`config.mk`:
```
export PLATFORM = sky130hd
export DESIGN_NAME = fetch_stage
export DESIGN_NICKNAME = d
export VERILOG_FILES = /design/src/rtl/fetch_stage.sv
export SDC_FILE = /design/constraint.sdc
export NUM_CORES = 1
export LEC_CHECK = 0
export ABC_AREA = 1
export CAP_MARGIN = 40
export CORE_ASPECT_RATIO = 0.9
export CORE_UTILIZATION = 40
export CTS_CLUSTER_SIZE = 12
export DETAILED_ROUTE_END_ITERATION = 10
export PLACE_DENSITY = 0.71
export REMOVE_ABC_BUFFERS = 1
export SLEW_MARGIN = 20
export SYNTH_ARGS = -nofsm -noshare
export SYNTH_HDL_FRONTEND = slang
export SYNTH_SLANG_ARGS = --single-unit
```
`constraint.sdc`:
```
create_clock -name clk -period 6.5 [get_ports clk]
set_input_delay 1.95 -clock clk [delete_from_list [all_inputs] [get_ports clk]]
set_output_delay 1.95 -clock clk [all_outputs]
set_load 0.1 [all_outputs]
```
`src/rtl/fetch_stage.sv`:
```
// Instruction fetch stage: owns the PC, issues in-order memory requests and feeds the loop/branch FSM
// through a prefetch FIFO. Optional FETCH_PERF_EN adds fetched/bubble performance counters.
module fetch_stage #(
  parameter int          DEPTH    = 4,
  parameter logic [31:0] RESET_PC = 32'h0000_0100
) (
  input  logic        clk,
  input  logic        reset,
  output logic        imem_req,
  output logic [31:0] imem_addr,
  input  logic        imem_gnt,
  input  logic        imem_rvalid,
  input  logic [31:0] imem_rdata,
  input  logic        block_signal,
  input  logic        flush,
  input  logic [31:0] new_pc,
  output logic [31:0] curr_PC,
  output logic [31:0] instruction,
  output logic [31:0] immediate,
  output logic        out_valid
`ifdef FETCH_PERF_EN
  ,
  output logic [31:0] perf_fetched,
  output logic [31:0] perf_bubbles
`endif
);

  localparam int AW = $clog2(DEPTH);
  localparam int CW = AW + 1;
  localparam logic [CW:0] DEPTH_W = (CW+1)'(DEPTH);

  logic [31:0]   pc, resp_pc;
  logic [CW-1:0] outstanding, drop_cnt, fifo_count;
  logic [AW-1:0] wr_ptr, rd_ptr;
  logic [31:0]   pc_mem   [DEPTH];
  logic [31:0]   word_mem [DEPTH];

  logic [CW:0] in_use;
  logic        accept, resp_ok, dropping, push, pop, bubble;
  logic [31:0] pop_word;

  function automatic logic [31:0] decode_imm(input logic [31:0] i);
    case (i[6:0])
      7'b1100011:                         return {{19{i[31]}}, i[31], i[7], i[30:25], i[11:8], 1'b0};
      7'b1101111:                         return {{11{i[31]}}, i[31], i[19:12], i[20], i[30:21], 1'b0};
      7'b0010011, 7'b0000011, 7'b1100111: return {{20{i[31]}}, i[31:20]};
      default:                            return 32'h0;
    endcase
  endfunction

  // Credits cover both in-flight requests and buffered words, so the FIFO can never overflow.
  always_comb begin
    in_use    = (CW+1)'(outstanding) + (CW+1)'(fifo_count);
    imem_req  = reset & ~flush & (in_use < DEPTH_W);
    imem_addr = pc;
    accept    = imem_req & imem_gnt;
    resp_ok   = imem_rvalid & (outstanding != '0);
    dropping  = resp_ok & (drop_cnt != '0);
    push      = resp_ok & ~dropping & ~flush;
    pop       = ~flush & ~block_signal & (fifo_count != '0);
    bubble    = ~flush & ~block_signal & (fifo_count == '0);
    pop_word  = word_mem[rd_ptr];
  end

  always_ff @(posedge clk or negedge reset) begin
    if (!reset) begin
      pc          <= RESET_PC;
      resp_pc     <= RESET_PC;
      outstanding <= '0;
      drop_cnt    <= '0;
    end else begin
      case ({accept, resp_ok})
        2'b10:   outstanding <= outstanding + CW'(1);
        2'b01:   outstanding <= outstanding - CW'(1);
        default: outstanding <= outstanding;
      endcase
      if (flush) begin
        pc       <= new_pc;
        resp_pc  <= new_pc;
        drop_cnt <= outstanding - CW'(resp_ok);
      end else begin
        if (accept)   pc       <= pc + 32'd4;
        if (push)     resp_pc  <= resp_pc + 32'd4;
        if (dropping) drop_cnt <= drop_cnt - CW'(1);
      end
    end
  end

  always_ff @(posedge clk) begin
    if (push) begin
      pc_mem[wr_ptr]   <= resp_pc;
      word_mem[wr_ptr] <= imem_rdata;
    end
  end

  always_ff @(posedge clk or negedge reset) begin
    if (!reset) begin
      wr_ptr     <= '0;
      rd_ptr     <= '0;
      fifo_count <= '0;
    end else if (flush) begin
      wr_ptr     <= '0;
      rd_ptr     <= '0;
      fifo_count <= '0;
    end else begin
      if (push) wr_ptr <= wr_ptr + AW'(1);
      if (pop)  rd_ptr <= rd_ptr + AW'(1);
      case ({push, pop})
        2'b10:   fifo_count <= fifo_count + CW'(1);
        2'b01:   fifo_count <= fifo_count - CW'(1);
        default: fifo_count <= fifo_count;
      endcase
    end
  end

  // Bubbles keep curr_PC so the FSM still sees where the stream stalled.
  always_ff @(posedge clk or negedge reset) begin
    if (!reset) begin
      curr_PC     <= '0;
      instruction <= '0;
      immediate   <= '0;
      out_valid   <= 1'b0;
    end else if (flush) begin
      curr_PC     <= '0;
      instruction <= '0;
      immediate   <= '0;
      out_valid   <= 1'b0;
    end else if (block_signal) begin
      curr_PC     <= curr_PC;
    end else if (pop) begin
      curr_PC     <= pc_mem[rd_ptr];
      instruction <= pop_word;
      immediate   <= decode_imm(pop_word);
      out_valid   <= 1'b1;
    end else begin
      instruction <= '0;
      immediate   <= '0;
      out_valid   <= 1'b0;
    end
  end

`ifdef FETCH_PERF_EN
  always_ff @(posedge clk or negedge reset) begin
    if (!reset) begin
      perf_fetched <= '0;
      perf_bubbles <= '0;
    end else begin
      if (pop)    perf_fetched <= perf_fetched + 32'd1;
      if (bubble) perf_bubbles <= perf_bubbles + 32'd1;
    end
  end
`else
  logic unused_bubble;
  assign unused_bubble = bubble;
`endif

endmodule

```
==> results of run 1 <==
==> worst max-delay path by stage <==
stage,start,end,slack [ns],cells after the start
2_1_floorplan,immediate[30],immediate[20],-2.90,0
3_3_place_gp,reset,imem_req,1.50,4
3_5_place_dp,imem_rvalid,pc_mem[2][3],1.46,8
4_1_cts,reset,imem_req,1.48,4
5_1_grt,reset,imem_req,1.35,4
6_report,reset,imem_req,1.51,4
==> report_power, final <==
| group | total, mW | switching [mW] | leakage [nW] | internal (mW) |
|---|---|---|---|---|
| Combinational | 2.99 | 1.98 | 4.91 | 1.01 |
| Clock | 2.36 | 0.993 | 0.634 | 1.37 |
| Sequential | 3.38 | 0.276 | 4.43 | 3.10 |
| Total | 8.73 | 3.25 | 9.97 | 5.48 |
==> cells in the final DEF, fill, tap and decap left out, drive strengths merged, types with 7 or more instances in the layout <==
master | Yosys | layout
o22ai | 36 | 36
inv | 111 | 111
xnor2 | 7 | 7
nand3 | 165 | 165
a21oi | 34 | 34
o21ai | 122 | 122
a22o | 12 | 12
nand4 | 12 | 12
edfxtp | 256 | 256
dfrtp | 161 | 161
nand2 | 488 | 488
clkdlybuf4s50 | 0 | 196
buf | 51 | 154
a22oi | 10 | 10
nor2 | 156 | 156
xor2 | 22 | 22
ha | 13 | 13
o211ai | 20 | 20
clkbuf | 40 | 73
nor3 | 20 | 20
==> metrics by stage <==
| step | cells | total power [mW] | setup TNS [ns] | hold WS [ns] |
|---|---|---|---|---|
| 5_1_grt | 2706 | 9.10 | 0 | 0.505 |
| 2_1_floorplan | 1676 | 5.14 | -36.19 | 0.468 |
| 3_3_place_gp | 2492 | 5.87 | 0 | 0.463 |
| 4_1_cts | 2706 | 8.77 | 0 | 0.486 |
| 3_5_place_dp | 2626 | 6.41 | 0 | 0.470 |
| 6_report | 2708 | 8.73 | 0 | 0.485 |
==> cell type report <==
class	count	share of cell area
diodes	2	0.000206
clock buffers	73	0.0506
clock inverters	7	0.00417
inverters	113	0.0175
multi-input cells	1144	0.228
flip-flops and latches	419	0.484
well taps	600	0.0309
repair buffers	350	0.184
==> flip-flops by register name, summed over array words and instances, names as in the netlist <==
signal,cells
resp_pc,32
out_valid,1
imem_addr,32
immediate,21
rd_ptr,2
outstanding,3
drop_cnt,3
wr_ptr,2
instruction,32
pc_mem,128
curr_PC,32
fifo_count,3
word_mem,128
==> worst reg2reg max path, cell delays in order, from the launching register on <==
cell	delay, ns
dfrtp_1	0.36
inv_1	0.11
ha_1	0.16
inv_1	0.03
nor2_1	0.12
nand2_1	0.23
inv_1	0.26
nand2_1	0.45
nor2_4	0.69
buf_4	0.48
==> logic make-up (layout without fill, tap and decap cells) <==
family,Yosys count,after routing,synth area share
AND/OR/NAND/NOR,850,850,0.198
buffers and inverters,204,543,0.0474
XOR/XNOR,29,29,0.0140
adder cells (fa/ha/maj),15,15,0.0112
flip-flops,419,419,0.649
other,0,2,0
AO/OA/AOI/OAI,250,250,0.0804
==> synth_stat cells (3+ instances only) <==
cell type  number  area [um2]
a22oi_1        10        75.1
buf_4          13        97.6
nor2_2          5        31.3
nand3_1       163         816
a21oi_1        34         170
inv_2           4        15.0
nor2_1        148         556
xnor2_1         7        61.3
nand4_1        12        75.1
buf_2          30         150
a31oi_1         5        31.3
edfxtp_1      256        7690
nand3b_1        3        22.5
o211ai_1       20         150
o21bai_1        6        45.0
o21ai_0       120         601
ha_1           13         163
clkbuf_1       40         150
xor2_1         22         193
nand2_4         4        45.0
inv_1         107         402
nor3_1         18        90.1
buf_1           7        26.3
o22ai_1        36         225
nand2_2         4        25.0
a22o_1         12         105
dfrtp_1       161        4030
nand2_1       480        1800
==> metal layers <==
metal  GRT usage  vias up  share of wire
li1            -     6623              -
met1       0.279     6907           0.42
met2       0.356      592           0.49
met3      0.0374       68          0.074
met4      0.0471        2          0.017
met5           0        -        0.00027
==> key figures, run 1 <==
Synth
  • Post-synth ARST share: 0.389
  • Unique masters post-synth: 45
  • Post-synth EDFFs: between 200 and 300
  • Cell count after synthesis: 1767
  • Sequential share of the synthesized area: 0.649
  • Synthesized area per cell: roughly 10 um2
  • Syn Std Cell Area: about 0.018 mm2
  • Main synth FF type: edfxtp_1
  • Synth warnings: 0
  • FF+latch count, synth: roughly 420

Floorplan
  • Row count: between 70 and 80
  • Die Y: 204 um
  • Die width: 226 um
  • Starting Density: 0.408
  • DIE AREA: approximately 0.046 mm2
  • Core area: 0.0444 mm2
  • Boundary Pins: 200

Placed design
  • Gpl congestion: between 0.9 and 1
  • # port buffers: approximately 200
  • Setup WS pre-CTS: 1.46 ns
  • Placed Area: about 0.023 mm2
  • DP Wirelength: around 32000 um

CTS
  • # hold bufs at CTS: 0
  • Num CTS Buffers: 43
  • Clock Tree Root: clkbuf_16
  • Clk buf depth: 3
  • H-tree Lvls: 2
  • Clk sinks: between 400 and 500
  • Worst-Skew Late Latency: around 0.56 ns
  • CTS tree: done
  • Clock slew at reported path FFs: around 0.060 ns
  • Post-cts gate resize count: 0
  • Post-CTS Setup Repair Bufs: 0

Routing
  • Post-DR wirelength/cell: between 15 and 20 um
  • Routed WL: roughly 48000 um
  • Initial DRC count: approximately 1300
  • Vias per cell: roughly 5.2
  • DR vias: 14200
  • TritonRoute pass-1 iters: 7
  • DRT antenna net count: 0
  • Detailed-route DRC error count: 0

Layout
  • Design area: around 0.024 mm2
  • Layout cells sized above 1: 0.115
  • Area Growth Syn to Fin: 34.1%
  • Multi-input logic area: approximately 0.0055 mm2
  • Layout Nets: 2156
  • Register area: 0.0118 mm2
  • Final design utilization: 0.548
  • # fillers: 3674

Power
  • Pleak: roughly 10 nW
  • PwrDens: roughly 360 mW/mm2
  • Peak supply drop: roughly 280 uV

Timing
  • Worst Tran Pin Value: approximately 0.8 ns
  • Final worst slack: between 1.5 and 2 ns
  • Final setup viols: 0
  • Final min period: between 4 and 5 ns
  • Worst slew margin: 0.468
  • Fmax achieved: around 0.2 GHz
  • Worst Skew: 0.0203 ns
  • Final period util: 0.767
  • Final hold vios: 0
  • RSZ-0062 raised after global routing: no
  • Slew Limit Fails: 0

Critical path
  • Largest stage delay, worst path: 0.32 ns
  • Worst setup path class: input pin to output port
  • CP max stage cell: buf_6
  • Setup crit end kind: output port
  • CP Max Fanout: approximately 40
  • Element type at the critical path start: input pin
  • Worst R2R Setup Slack: between 3 and 4 ns
  • Worst EP required: roughly 4.6 ns
  • Worst r2r src: drop_cnt[0]
  • Crit path arrival time: just over 3 ns
  • CP top delay family: buffers and inverters
  • R2r endpoint: pc_mem[2][12]
  • Worst R2R Path Depth: 9
  • Sequence of cells on the critical path: buf_6 > nand3_1 > nor3_2 > buf_4
  • CP Buf/Inv Count: 2

Run status
  • Status: finished clean

Flow run
  • Max-Cap Viols: 0

GRT
  • Grt ovf: 0
  • First-pass GRT wire length: ~76000 um
  • Antenna violations before repair: 2
  • Largest net degree at the start of global routing: 79
  • Vias in the first global route: between 10000 and 15000
  • Total track usage: 0.209

Worst hold path
  • Hold depth: 2
  • Hold WC Path Type: flip-flop to flip-flop
  • End of the worst hold path: out_valid
  • Hold_sp: out_valid
Note: power is estimated with default switching activity, not from simulation.
==> run 2, diff against run 1 <==
Clock period 6.5 ns to 5.2 ns, I/O delays scaled along.
==> run 2 against run 1 <==
Against the previous run:
- total power grew 25%
- count of clock-buffer cells in the layout shrank 5
- core utilization grew 0.10 points
- sequential share of layout area shrank 0.092 points
- die area is the same
- cell area grew 0.19%
- critical path depth shrank 1
- first-iteration DRC count shrank 1.4%
- combinational power grew 27%
- clock skew shrank 0.0068 ns
- largest power group unchanged
==> key figures, run 2 (synthesis results as in run 1) <==
Run status
  • Status: finished clean (unchanged)

Floorplan
  • Starting Density: 0.408 (unchanged)
  • Boundary Pins: 200 (unchanged)
  • Row count: 73 (unchanged)
  • Die width: 226 um (unchanged)
  • Core area: 0.0444 mm2 (unchanged)
  • Die Y: 204 um (unchanged)
  • DIE AREA: 0.0462 mm2 (unchanged)

Critical path
  • Element type at the critical path start: input pin (unchanged)
  • Worst R2R Path Depth: 13 (was 9)
  • CP Max Fanout: 3 (was 41)
  • Worst R2R Setup Slack: 1.90 ns (was 3.24 ns)
  • Worst setup path class: input pin to output port (unchanged)
  • Worst EP required: 3.64 ns (was 4.55 ns)
  • Crit path arrival time: 2.37 ns (was 3.04 ns)
  • Setup crit end kind: output port (unchanged)

CTS
  • H-tree Lvls: 2 (unchanged)
  • Worst-Skew Late Latency: 0.56 ns (about the same)
  • Clk sinks: 419 (unchanged)
  • Clock slew at reported path FFs: 0.06 ns (about the same)
  • CTS tree: done (unchanged)
  • Clk buf depth: 3 (unchanged)
  • Num CTS Buffers: 43 (unchanged)
  • Post-cts gate resize count: 0 (unchanged)
  • Clock Tree Root: clkbuf_16 (unchanged)
  • # hold bufs at CTS: 0 (unchanged)
  • Post-CTS Setup Repair Bufs: 0 (unchanged)

Routing
  • Vias per cell: 5.19 (was 5.24)
  • TritonRoute pass-1 iters: 6 (was 7)
  • DRT antenna net count: 0 (unchanged)
  • Post-DR wirelength/cell: 17.7 um (about the same)
  • DR vias: 14100 (was 14200)
  • Initial DRC count: 1241 (was 1258)
  • Routed WL: 47900 um (about the same)
  • Detailed-route DRC error count: 0 (unchanged)

Timing
  • Worst Skew: 0.0135 ns (was 0.0203 ns)
  • Worst slew margin: 0.449 (was 0.468)
  • Worst Tran Pin Value: 0.824 ns (was 0.798 ns)
  • Fmax achieved: roughly 0.25 GHz
  • RSZ-0062 raised after global routing: no (unchanged)
  • Final period util: 0.755
  • Final min period: about 3.9 ns
  • Final worst slack: 1.27 ns (was 1.51 ns)
  • Final hold vios: 0 (unchanged)
  • Final setup viols: 0 (unchanged)
  • Hold Slack: 0.479 ns (was 0.485 ns)
  • Slew Limit Fails: 0 (unchanged)

Layout
  • Area Growth Syn to Fin: 34.4% (was 34.1%)
  • Layout cells sized above 1: 0.115 (about the same)
  • Most frequent cells in the layout: nand2_1 (480), edfxtp_1 (256), clkdlybuf4s50_1 (196) (unchanged)
  • Largest registers: pc_mem (128), word_mem (128) (unchanged)
  • Layout Nets: 2158 (was 2156)
  • Commonest non-fill, non-tap cell in the layout: nand2_1 (unchanged)

GRT
  • Total track usage: 0.209 (about the same)
  • Grt ovf: 0 (unchanged)
  • Vias in the first global route: 13600 (was 14100)
  • Largest net degree at the start of global routing: 77 (was 79)
  • First-pass GRT wire length: 75500 um (was 76000 um)
  • Antenna violations before repair: 0 (was 2)

Power
  • Switch Pwr: 4.08 mW (was 3.25 mW)
  • Clk pwr share: 0.265 (was 0.271)
  • Flop pwr share: 0.386 (was 0.387)
  • Int Pwr: 6.80 mW (was 5.48 mW)
  • Gate power share: 0.349 (was 0.342)
  • Switching share of power: 0.375 (was 0.372)
  • Pleak: 9.99 nW (was 9.97 nW)
  • Peak supply drop: 282 uV (was 281 uV)
  • PwrDens: 447 mW/mm2 (was 359 mW/mm2)

Placed design
  • DP Wirelength: 31700 um (was 31900 um)
  • # port buffers: 199 (unchanged)
  • Gpl congestion: 0.923 (was 0.901)
  • Setup WS pre-CTS: 1.07 ns (was 1.46 ns)

Worst hold path
  • Hold depth: 2 (unchanged)
  • Hold WC Path Type: flip-flop to flip-flop (unchanged)

Flow run
  • Max-Cap Viols: 0 (unchanged)
run 2: power by group through the flow:
| stage | Sequential (mW) | Combinational, mW | Clock [mW] |
|---|---|---|---|
| after floorplan | 5.24 | 1.19 | 0 |
| after global placement | 4.25 | 3.12 | 0 |
| after detailed placement | 4.26 | 3.80 | 0 |
| after CTS | 4.19 | 3.82 | 2.93 |
| after global routing | 4.24 | 4.07 | 3.07 |
| final | 4.20 | 3.80 | 2.89 |
run 2: per-layer routing:
layer,routed length (um),track usage,up-vias
met5,0,0,-
met1,21000,0.295,6809
li1,-,-,6616
met2,22900,0.343,561
met3,3200,0.0315,66
met4,792,0.0449,0
run 2: path summary, 6_finish.rpt:
path / from / end
hold reg to reg: immediate[9] / immediate[9]
setup / recovery: flush / imem_req
setup reg to reg: rd_ptr[0] / immediate[14]
hold / removal: immediate[9] / immediate[9]
min in group asynchronous: reset / curr_PC[10]
max in group asynchronous: reset / imem_addr[25]
run 2: critical path, cell delays in order:
cell,delay [ns]
buf_2,0.16
nor3_2,0.41
buf_12,0.23
run 2: area by class of cell:
| cell class | instances | area, um2 |
|---|---|---|
| Sequential cell | 419 | 11800 |
| Fill cell | 3712 | 20000 |
| Tap cell | 600 | 751 |
| Inverter | 113 | 425 |
| Clock inverter | 12 | 115 |
| Clock buffer | 68 | 1180 |
| Antenna cell | 2 | 5.00 |
| Timing Repair Buffer | 352 | 4560 |
| Multi-Input combinational cell | 1144 | 5540 |
run 2: per-stage QoR:
step                instances   util  power (mW)  area [um2]  setup TNS [ns]
global route             2708  0.549        11.4       24400               0
floorplan                1676      -        6.43       17700         -199.29
detailed placement       2627  0.519        8.05       23000               0
finish                   2710  0.549        10.9       24400               0
global placement         2495  0.466        7.37       20700               0
CTS                      2707  0.548        10.9       24300               0
==> run 3, diff against run 2 <==
Settings changed: PLACE_DENSITY 0.71 to 0.73.
Clock period 5.2 ns to 3.6 ns, I/O delays scaled along.
==> run 3 against run 2 <==
Against the previous run:
- register-to-register slack got worse by 1.0 ns
- non-clock buffer count decreased by 117
- final cell count decreased by 4.3%
- sequential cell count unchanged
- largest power group unchanged
==> key figures, run 3 (synthesis results as in run 1) <==
Layout
  • Largest registers: pc_mem (128), word_mem (128) (unchanged)
  • Layout Nets: 2042 (was 2158)
  • Area Growth Syn to Fin: 21.2% (was 34.4%)
  • Layout cells sized above 1: 0.131 (was 0.115)
  • # fillers: 4017 (was 3712)
  • Most frequent cells in the layout: nand2_1 (480), edfxtp_1 (256), nand3_1 (163) (was nand2_1 (480), edfxtp_1 (256), clkdlybuf4s50_1 (196))
  • Commonest non-fill, non-tap cell in the layout: nand2_1 (unchanged)

GRT
  • Grt ovf: 0 (unchanged)
  • First-pass GRT wire length: 71300 um (was 75500 um)
  • Total track usage: 0.199 (was 0.209)
  • Vias in the first global route: 13100 (was 13600)
  • Antenna violations before repair: 2 (was 0)
  • Largest net degree at the start of global routing: 68 (was 77)

Floorplan
  • Starting Density: 0.408 (unchanged)
  • DIE AREA: 0.0462 mm2 (unchanged)
  • Die width: 226 um (unchanged)
  • Row count: 73 (unchanged)
  • Boundary Pins: 200 (unchanged)
  • Core area: 0.0444 mm2 (unchanged)
  • Die Y: 204 um (unchanged)

CTS
  • H-tree Lvls: 2 (unchanged)
  • CTS tree: done (unchanged)
  • Clk buf depth: 3 (unchanged)
  • # hold bufs at CTS: 0 (unchanged)
  • Clk sinks: 419 (unchanged)
  • Worst-Skew Late Latency: 0.57 ns (was 0.56 ns)
  • Num CTS Buffers: 44 (was 43)
  • Post-cts gate resize count: 0 (unchanged)
  • Clock slew at reported path FFs: 0.06 ns (about the same)
  • Post-CTS Setup Repair Bufs: 0 (unchanged)
  • Clock Tree Root: clkbuf_16 (unchanged)

Timing
  • Final period util: 0.830
  • Final min period: 2.99 ns
  • Slew Limit Fails: 0 (unchanged)
  • Final worst slack: 0.611 ns (was 1.27 ns)
  • Setup TNS: 0 ns (unchanged)
  • RSZ-0062 raised after global routing: no (unchanged)
  • Worst slew margin: 0.475 (was 0.449)
  • Worst Tran Pin Value: 0.788 ns (was 0.824 ns)
  • Final setup viols: 0 (unchanged)
  • Final hold vios: 0 (unchanged)
  • Fmax achieved: between 0.3 and 0.4 GHz
  • Worst Skew: 0.0219 ns (was 0.0135 ns)

Power
  • Flop pwr share: 0.402 (was 0.386)
  • Pleak: 9.28 nW (was 9.99 nW)
  • Int Pwr: 9.32 mW (was 6.80 mW)
  • Clk pwr share: 0.295 (was 0.265)
  • PwrDens: 686 mW/mm2 (was 447 mW/mm2)
  • Switching share of power: 0.383 (was 0.375)
  • Switch Pwr: 5.77 mW (was 4.08 mW)
  • Gate power share: 0.302 (was 0.349)
  • Peak supply drop: 329 uV (was 282 uV)

Critical path
  • Critical Path End: imem_req (unchanged)
  • Element type at the critical path start: flip-flop (was input pin)
  • Largest stage delay, worst path: 0.42 ns (was 0.41 ns)
  • Critical path startpoint: outstanding[2] (was flush)
  • Worst setup path class: flip-flop to output port (was input pin to output port)
  • Crit path arrival time: 1.91 ns (was 2.37 ns)
  • Setup crit end kind: output port (unchanged)
  • Worst r2r src: rd_ptr[0] (unchanged)
  • Worst R2R Setup Slack: 0.90 ns (was 1.90 ns)
  • Worst R2R Path Depth: 13 (unchanged)
  • Sequence of cells on the critical path: ha_1 > or2_0 > nor3_2 > buf_12 (was buf_2 > nor3_2 > buf_12)
  • CP Max Fanout: 3 (unchanged)
  • CP max stage cell: dfrtp_1 (was nor3_2)
  • R2r endpoint: immediate[9] (was immediate[14])
  • Worst EP required: 2.52 ns (was 3.64 ns)

Routing
  • Vias per cell: 5.21 (was 5.19)
  • Routed WL: 45800 um (was 47900 um)
  • Detailed-route DRC error count: 0 (unchanged)
  • DR vias: 13500 (was 14100)
  • DRT antenna net count: 0 (unchanged)
  • TritonRoute pass-1 iters: 5 (was 6)
  • Initial DRC count: 1090 (was 1241)
  • Post-DR wirelength/cell: 17.6 um (was 17.7 um)

Placed design
  • Gpl congestion: 0.862 (was 0.923)
  • Setup WS pre-CTS: 0.339 ns (was 1.07 ns)
  • # port buffers: 199 (unchanged)
  • DP Wirelength: 30400 um (was 31700 um)

Worst hold path
  • Hold WC Path Type: flip-flop to flip-flop (unchanged)

Flow run
  • Max-Cap Viols: 0 (unchanged)

Run status
  • Status: finished clean (unchanged)
[run 3: worst min path at each step]
stage | startpoint | depth (start not counted) | endpoint
floorplan | outstanding[0] | 1 | outstanding[0]
global placement | immediate[18] | 2 | immediate[18]
detailed placement | immediate[15] | 2 | immediate[15]
CTS | immediate[15] | 2 | immediate[15]
global route | immediate[6] | 2 | immediate[6]
finish | immediate[15] | 2 | immediate[15]
[run 3: stage by stage]
stage                     std cells   util  hold WS (ns)  power, mW  area (um2)
final                          2594  0.495         0.478       15.1       22000
after global routing           2593  0.495         0.495       15.8       22000
after CTS                      2592  0.494         0.484       15.2       21900
after detailed placement       2510  0.463         0.469       10.7       20500
after global placement         2509  0.462         0.466       10.6       20500
after floorplan                1676      -         0.468       9.29       17700
[run 3: metal layers]
layer | GRT usage | wire, um
met1 | 0.283 | 20500
met2 | 0.311 | 20600
met3 | 0.0338 | 3590
met4 | 0.0586 | 1030
met5 | 0 | 0
[run 3: critical path: cells and delay by family, from the launching register on]
kind,cells,cell delay [ns]
and+or+nand+nor,2,0.51
buffers and inverters,1,0.22
DFF,1,0.42
adders and majority gates,1,0.20
[run 3: layout make-up]
type,count,area [um2],share of cell area
Timing Repair Buffer,235,2070,0.0940
Clock inverter,8,128,0.00581
Clock buffer,74,1280,0.0585
Tap cell,600,751,0.0342
Multi-Input combinational cell,1144,5540,0.252
Antenna cell,1,2.50,0.000114
Sequential cell,419,11800,0.536
Inverter,113,427,0.0194
[run 3: power groups by stage]
stage	Combinational (mW)	Clock (mW)	Sequential [mW]
2_1_floorplan	1.71	0	7.57
3_3_place_gp	4.47	0	6.14
3_5_place_dp	4.56	0	6.15
4_1_cts	4.58	4.54	6.06
5_1_grt	4.92	4.72	6.13
6_report	4.56	4.45	6.07
